--- src/rtl/ps2_host_tx_pkg.sv ---
// PS/2 host transmit shared definitions: FSM encodings and command codes.
// Also imported by the PS/2 receiver.
package ps2_host_tx_pkg;

  localparam logic [2:0] ST_IDLE      = 3'd0;
  localparam logic [2:0] ST_INHIBIT   = 3'd1;
  localparam logic [2:0] ST_RTS       = 3'd2;
  localparam logic [2:0] ST_SHIFT     = 3'd3;
  localparam logic [2:0] ST_ACK       = 3'd4;
  localparam logic [2:0] ST_WAIT_IDLE = 3'd5;

  localparam logic [7:0] CMD_SET_LEDS = 8'hED;
  localparam logic [7:0] CMD_ENABLE   = 8'hF4;
  localparam logic [7:0] CMD_RESET    = 8'hFF;
  localparam logic [7:0] DEV_ACK      = 8'hFA;

  function automatic logic odd_parity(input logic [7:0] d);
    return ~^d;
  endfunction

endpackage

--- src/rtl/ps2_line_sync.sv ---
// Two-flop synchronizer for the PS/2 clock and data pads with a
// falling-edge strobe on the synchronized clock.
module ps2_line_sync (
  input  logic Clock,
  input  logic Reset,
  input  logic iPS2_CLK,
  input  logic iPS2_DATA,
  output logic clk_s,
  output logic data_s,
  output logic clk_fall
);

  logic [2:0] clk_sr;
  logic [1:0] data_sr;

  always_ff @(posedge Clock or posedge Reset) begin
    if (Reset) begin
      clk_sr  <= 3'b111;
      data_sr <= 2'b11;
    end else begin
      clk_sr  <= {clk_sr[1:0], iPS2_CLK};
      data_sr <= {data_sr[0], iPS2_DATA};
    end
  end

  assign clk_s    = clk_sr[1];
  assign data_s   = data_sr[1];
  assign clk_fall = clk_sr[2] & ~clk_sr[1];

endmodule

--- src/rtl/ps2_host_tx.sv ---
// PS/2 host-to-device command transmitter: inhibit, request-to-send,
// 11-bit frame shifted on device clock falling edges, ACK check.
module ps2_host_tx
  import ps2_host_tx_pkg::*;
#(
  parameter int INHIBIT_CYCLES = 3000,
  parameter int TIMEOUT_CYCLES = 375000
) (
  input  logic       Clock,
  input  logic       Reset,
  input  logic [7:0] iData,
  input  logic       iStart,
  input  logic       iPS2_CLK,
  input  logic       iPS2_DATA,
  output logic       oPS2_CLK_LOW,
  output logic       oPS2_DATA_LOW,
  output logic       oBusy,
  output logic       oDone,
  output logic       oError
);

  localparam int CMAX = (INHIBIT_CYCLES > TIMEOUT_CYCLES) ?
                        INHIBIT_CYCLES : TIMEOUT_CYCLES;
  localparam int CW = $clog2(CMAX + 1);

  localparam logic [CW-1:0] INH_LAST = CW'(INHIBIT_CYCLES - 1);
  localparam logic [CW-1:0] INH_PRE  = CW'(INHIBIT_CYCLES - 2);
  localparam logic [CW-1:0] TO_LAST  = CW'(TIMEOUT_CYCLES - 1);

  logic          clk_s;
  logic          data_s;
  logic          clk_fall;
  logic [2:0]    state;
  logic [7:0]    data_q;
  logic          par_q;
  logic [3:0]    idx;
  logic [CW-1:0] cnt;
  logic          frame_bit;
  logic          timed;
  logic          to_hit;

  ps2_line_sync u_sync (
    .Clock     (Clock),
    .Reset     (Reset),
    .iPS2_CLK  (iPS2_CLK),
    .iPS2_DATA (iPS2_DATA),
    .clk_s     (clk_s),
    .data_s    (data_s),
    .clk_fall  (clk_fall)
  );

  always_comb begin
    frame_bit = 1'b1;
    if (idx < 4'd8)
      frame_bit = data_q[idx[2:0]];
    else if (idx == 4'd8)
      frame_bit = par_q;
  end

  assign timed  = (state == ST_RTS) || (state == ST_SHIFT) ||
                  (state == ST_ACK) || (state == ST_WAIT_IDLE);
  assign to_hit = timed && !clk_fall && (cnt == TO_LAST);

  always_ff @(posedge Clock or posedge Reset) begin
    if (Reset) begin
      state         <= ST_IDLE;
      data_q        <= '0;
      par_q         <= 1'b0;
      idx           <= '0;
      cnt           <= '0;
      oPS2_CLK_LOW  <= 1'b0;
      oPS2_DATA_LOW <= 1'b0;
      oBusy         <= 1'b0;
      oDone         <= 1'b0;
      oError        <= 1'b0;
    end else begin
      oDone  <= 1'b0;
      oError <= 1'b0;
      if (to_hit) begin
        oPS2_CLK_LOW  <= 1'b0;
        oPS2_DATA_LOW <= 1'b0;
        oError        <= 1'b1;
        oBusy         <= 1'b0;
        cnt           <= '0;
        state         <= ST_IDLE;
      end else begin
        unique case (state)
          ST_IDLE: begin
            oPS2_CLK_LOW  <= 1'b0;
            oPS2_DATA_LOW <= 1'b0;
            if (iStart) begin
              data_q        <= iData;
              par_q         <= odd_parity(iData);
              cnt           <= '0;
              idx           <= '0;
              oBusy         <= 1'b1;
              oPS2_CLK_LOW  <= 1'b1;
              oPS2_DATA_LOW <= (INHIBIT_CYCLES == 1);
              state         <= ST_INHIBIT;
            end
          end
          ST_INHIBIT: begin
            if (cnt == INH_LAST) begin
              oPS2_CLK_LOW <= 1'b0;
              cnt          <= '0;
              state        <= ST_RTS;
            end else begin
              cnt <= cnt + CW'(1);
              if (cnt == INH_PRE)
                oPS2_DATA_LOW <= 1'b1;
            end
          end
          ST_RTS: begin
            if (clk_fall) begin
              oPS2_DATA_LOW <= ~data_q[0];
              idx           <= 4'd1;
              state         <= ST_SHIFT;
            end
          end
          ST_SHIFT: begin
            if (clk_fall) begin
              oPS2_DATA_LOW <= ~frame_bit;
              idx           <= idx + 4'd1;
              if (idx == 4'd9)
                state <= ST_ACK;
            end
          end
          ST_ACK: begin
            if (clk_fall) begin
              if (data_s) begin
                oError <= 1'b1;
                oBusy  <= 1'b0;
                state  <= ST_IDLE;
              end else begin
                state <= ST_WAIT_IDLE;
              end
            end
          end
          ST_WAIT_IDLE: begin
            if (clk_s && data_s) begin
              oDone <= 1'b1;
              oBusy <= 1'b0;
              state <= ST_IDLE;
            end
          end
          default: begin
            oPS2_CLK_LOW  <= 1'b0;
            oPS2_DATA_LOW <= 1'b0;
            oBusy         <= 1'b0;
            state         <= ST_IDLE;
          end
        endcase
        // Device clock edges restart the inactivity window.
        if (timed)
          cnt <= clk_fall ? '0 : cnt + CW'(1);
      end
    end
  end

endmodule
--- config.mk ---
export PLATFORM = sky130hd
export DESIGN_NAME = ps2_host_tx
export DESIGN_NICKNAME = d
export VERILOG_FILES = /design/src/rtl/ps2_host_tx_pkg.sv /design/src/rtl/ps2_line_sync.sv /design/src/rtl/ps2_host_tx.sv
export SDC_FILE = /design/constraint.sdc
export NUM_CORES = 1
export LEC_CHECK = 0
export CAP_MARGIN = 20
export CORE_MARGIN = 2
export CORE_UTILIZATION = 30
export CTS_BUF_LIST = sky130_fd_sc_hd__clkbuf_16
export DETAILED_ROUTE_END_ITERATION = 6
export SKIP_CTS_REPAIR_TIMING = 1
export SLEW_MARGIN = 20
export SYNTH_ARGS = -nofsm -noshare
export SYNTH_HDL_FRONTEND = slang
export SYNTH_SLANG_ARGS = --single-unit
export TNS_END_PERCENT = 20
--- constraint.sdc ---
create_clock -name Clock -period 2.58 [get_ports Clock]
set_input_delay 0.774 -clock Clock [delete_from_list [all_inputs] [get_ports Clock]]
set_output_delay 0.774 -clock Clock [all_outputs]
set_load 0.02 [all_outputs]
==> metrics.md <==
| Metric | Value |
|---|---|
| Status | finished, final reports clean |
| Mux cell area share after synthesis | 0.0805 |
| Via count | 2086 |
| Clock Latency Late Sink | 0.29 ns |
| Critical path endpoint category | register |
| Yosys top cell by area | dfrtp_1 |
| Seq/Total Area, Yosys | 0.423 |
| Nets@finish | 310 |
| Routed WL per cell | 14.6 um |
| FP Rows | 34 |
| Setup WS pre-CTS | 0.126 ns |
| Synth unique cells | 59 |
| Area of the core | 8680 um2 |
| Cell Count, Final, Fillers Out | 398 |
| Yosys warns | 0 |
| Max-Cap Viols | 0 |
| DRC violations left | 0 |
| Drt pass-1 iters | 4 |
| Setup CP Type | register to register |
| DRT iter0 DRCs | 135 |
| Die Y | 98.4 um |
| Worst endpoint required time | 2.75 ns |
| Hold Path Class | register to register |
| Most used DFF post-synth | dfrtp_1 |
| Slew @ Worst Pin | 0.554 ns |
| CTS Buf Count | 5 |
| Vias per Instance | 5.24 |
| Antenna diode count | 0 |
| Initial Util | 0.308 |
| Final Cell Area | 3170 um2 |
| Routed WL | 5800 um |
| Post-DP Area | 3010 um2 |
| # IOs | 18 |
| Ratio of cells with drive above 1 in the final layout | 0.141 |
| Crit path to | data_q[3] |
| Placer Congestion | 0.857 |
| Post-DP HPWL | 4190 um |
| Synthesis-stage register bit count | 45 |
| Arr. time, crit path | 2.45 ns |
| Initial antenna violation count | 0 |
| Fmax | 437 MHz |
| Number of global-route vias before repair | 2088 |
| Mapped Area | 2670 um2 |
| GRT Residual Overflow | 0 |
| Syn nets | 287 |
| Unrepaired setup endpoints after global routing | no |
| Critical R2R Capture | data_q[3] |
| Fin crit share | 0.886 |
| Total GRT Usage | 0.126 |
| R2R Path Start | state[1] |
| CTS tree | built |
| Crit start category | register |
| Slew Viols, Final | 0 |
| Fraction of registers with async set/reset | 1.00 |
| Util after Layout | 0.365 |
| Slew headroom | 0.620 |
| # placed instances | 390 |
| Syn Inst Count | 266 |
| Post-Synth Adder-Cell Area | 0.0374 |
| Critical-path maximum fanout | 10 |
| Hold Fails Final Rpt | 0 |
| Largest net degree at the start of global routing | 26 |
| CTS root buf | clkbuf_16 |
| First-pass GRT wire length | 10000 um |
| Post-synth EDFFs | 0 |
| Pwr dens | 791 nW/um2 |
| CTS clk-pin slew, worst paths | 0.06 ns |
| Final setup TNS | 0 ns |
| CP startpoint | state[1] |
| Die ar. | 9680 um2 |
| Reg2reg path depth | 7 |
| Clock tree sinks | 45 |
| Crit path time final | 2.29 ns |
| Top cells by area, synth | dfrtp_1, dfstp_2, ha_1 |
| Setup WS post-layout | 0.294 ns |
| Die Span X | 98.4 um |
| Lkg Pwr | 1.26 nW |
| Synth Area in Simple Gates | 0.226 |
| Area Growth Syn to Fin | 18.5% |
| Post-synthesis compound-gate area fraction | 0.139 |
| Post-Syn Area per Cell | 10.1 um2 |
| Combinational family with the most area after synthesis | simple AND/OR/NAND/NOR gates |
| Share of the synthesized area in the top cell type | 0.374 |
| Number of fillers in the final layout | 877 |
| CTS max path bufs | 2 |
| Flop-to-flop setup slack | 0.29 ns |
| Maximum vdd drop | 0.329 mV |
| Number of nets with antenna violations after routing | 0 |
| Clock skew | 0.00898 ns |
| Synth Area in XOR/XNOR | 0.0557 |
| Final setup vio count | 0 |
| H-tree depth | 2 |
| PortBufs | 17 |
-- where the power goes --
part	switching (mW)	total, mW	internal, mW
combinational	0.382	0.767	0.386
sequential	0.154	1.02	0.865
clock	0.269	0.719	0.451
total	0.804	2.51	1.70
-- layout by cell type (no fill, tap or decap), types with 6 or more instances in the layout --
cell type,n
xor2_1,10
a21oi_1,14
nand2_1,20
inv_1,13
xnor2_1,7
buf_4,8
mux2i_1,8
nand3_1,12
o21ai_0,16
nand4_1,9
o31ai_1,6
nor2_1,9
clkdlybuf4s50_1,17
dfrtp_1,40
mux2_2,7
ha_1,8
-- final cells by class --
type                    count  area, um2  area share
clock buffers               5        125      0.0395
repair buffers             26        250      0.0790
inverters                  13       48.8      0.0154
flip-flops and latches     45       1130       0.357
clock inverters             3       37.5      0.0118
multi-input cells         198       1440       0.454
well taps                 108        135      0.0426
-- through the flow --
stage / total power [mW] / hold slack (ns)
final: 2.51 / 0.356
after CTS: 2.52 / 0.357
after global placement: 1.79 / 0.347
after floorplan: 1.56 / 0.345
after detailed placement: 1.80 / 0.347
after global routing: 2.68 / 0.359
-- cell usage after synthesis (all sizes together), types with 5 or more instances --
master / count
dfrtp: 40
nand2: 21
o21ai: 16
a21oi: 14
nand3: 14
inv: 13
mux2: 10
xor2: 10
nand4: 9
nor2: 9
ha: 8
mux2i: 8
buf: 7
xnor2: 7
a31oi: 6
nor2b: 6
o31ai: 6
dfstp: 5
nor4: 5
-- sequential cells by signal (all words and copies together) (netlist names) --
register / flops
idx: 4
data_q: 8
par_q: 1
u_sync.clk_sr: 3
cnt: 19
oPS2_DATA_LOW: 1
oBusy: 1
state: 3
oDone: 1
oError: 1
oPS2_CLK_LOW: 1
u_sync.data_sr: 2
-- how the worst min path moves through the flow --
stage	endpoint	cells past startpoint	from	slack [ns]
floorplan	u_sync.clk_sr[1]	0	u_sync.clk_sr[0]	0.35
CTS	u_sync.clk_sr[1]	0	u_sync.clk_sr[0]	0.36
finish	u_sync.clk_sr[1]	0	u_sync.clk_sr[0]	0.36
detailed placement	u_sync.clk_sr[1]	0	u_sync.clk_sr[0]	0.35
global placement	u_sync.clk_sr[1]	0	u_sync.clk_sr[0]	0.35
global route	u_sync.clk_sr[1]	0	u_sync.clk_sr[0]	0.36
-- critical path, stage by stage (launching register included) --
cell	delay, ns
dfrtp_1	0.37
inv_1	0.16
ha_1	0.27
nor2_1	0.09
nor4b_1	0.41
nand3_2	0.26
nand3_4	0.24
mux2_2	0.35
-- per-layer routing --
layer	share of wire	global-route usage	routed length (um)
met1	0.47	0.169	2740
met2	0.49	0.208	2850
met3	0.027	0.0236	154
met4	0.011	0.0348	61
met5	0	0	0
-- cells by family after synthesis --
group	count (synthesis)
AOI/OAI and AO/OA	57
muxes	19
adders and majority gates	8
and+or+nand+nor	97
xor gates and xnor gates	17
buffers and inverters	23
DFF	45
(Power assumes the default switching activity.)
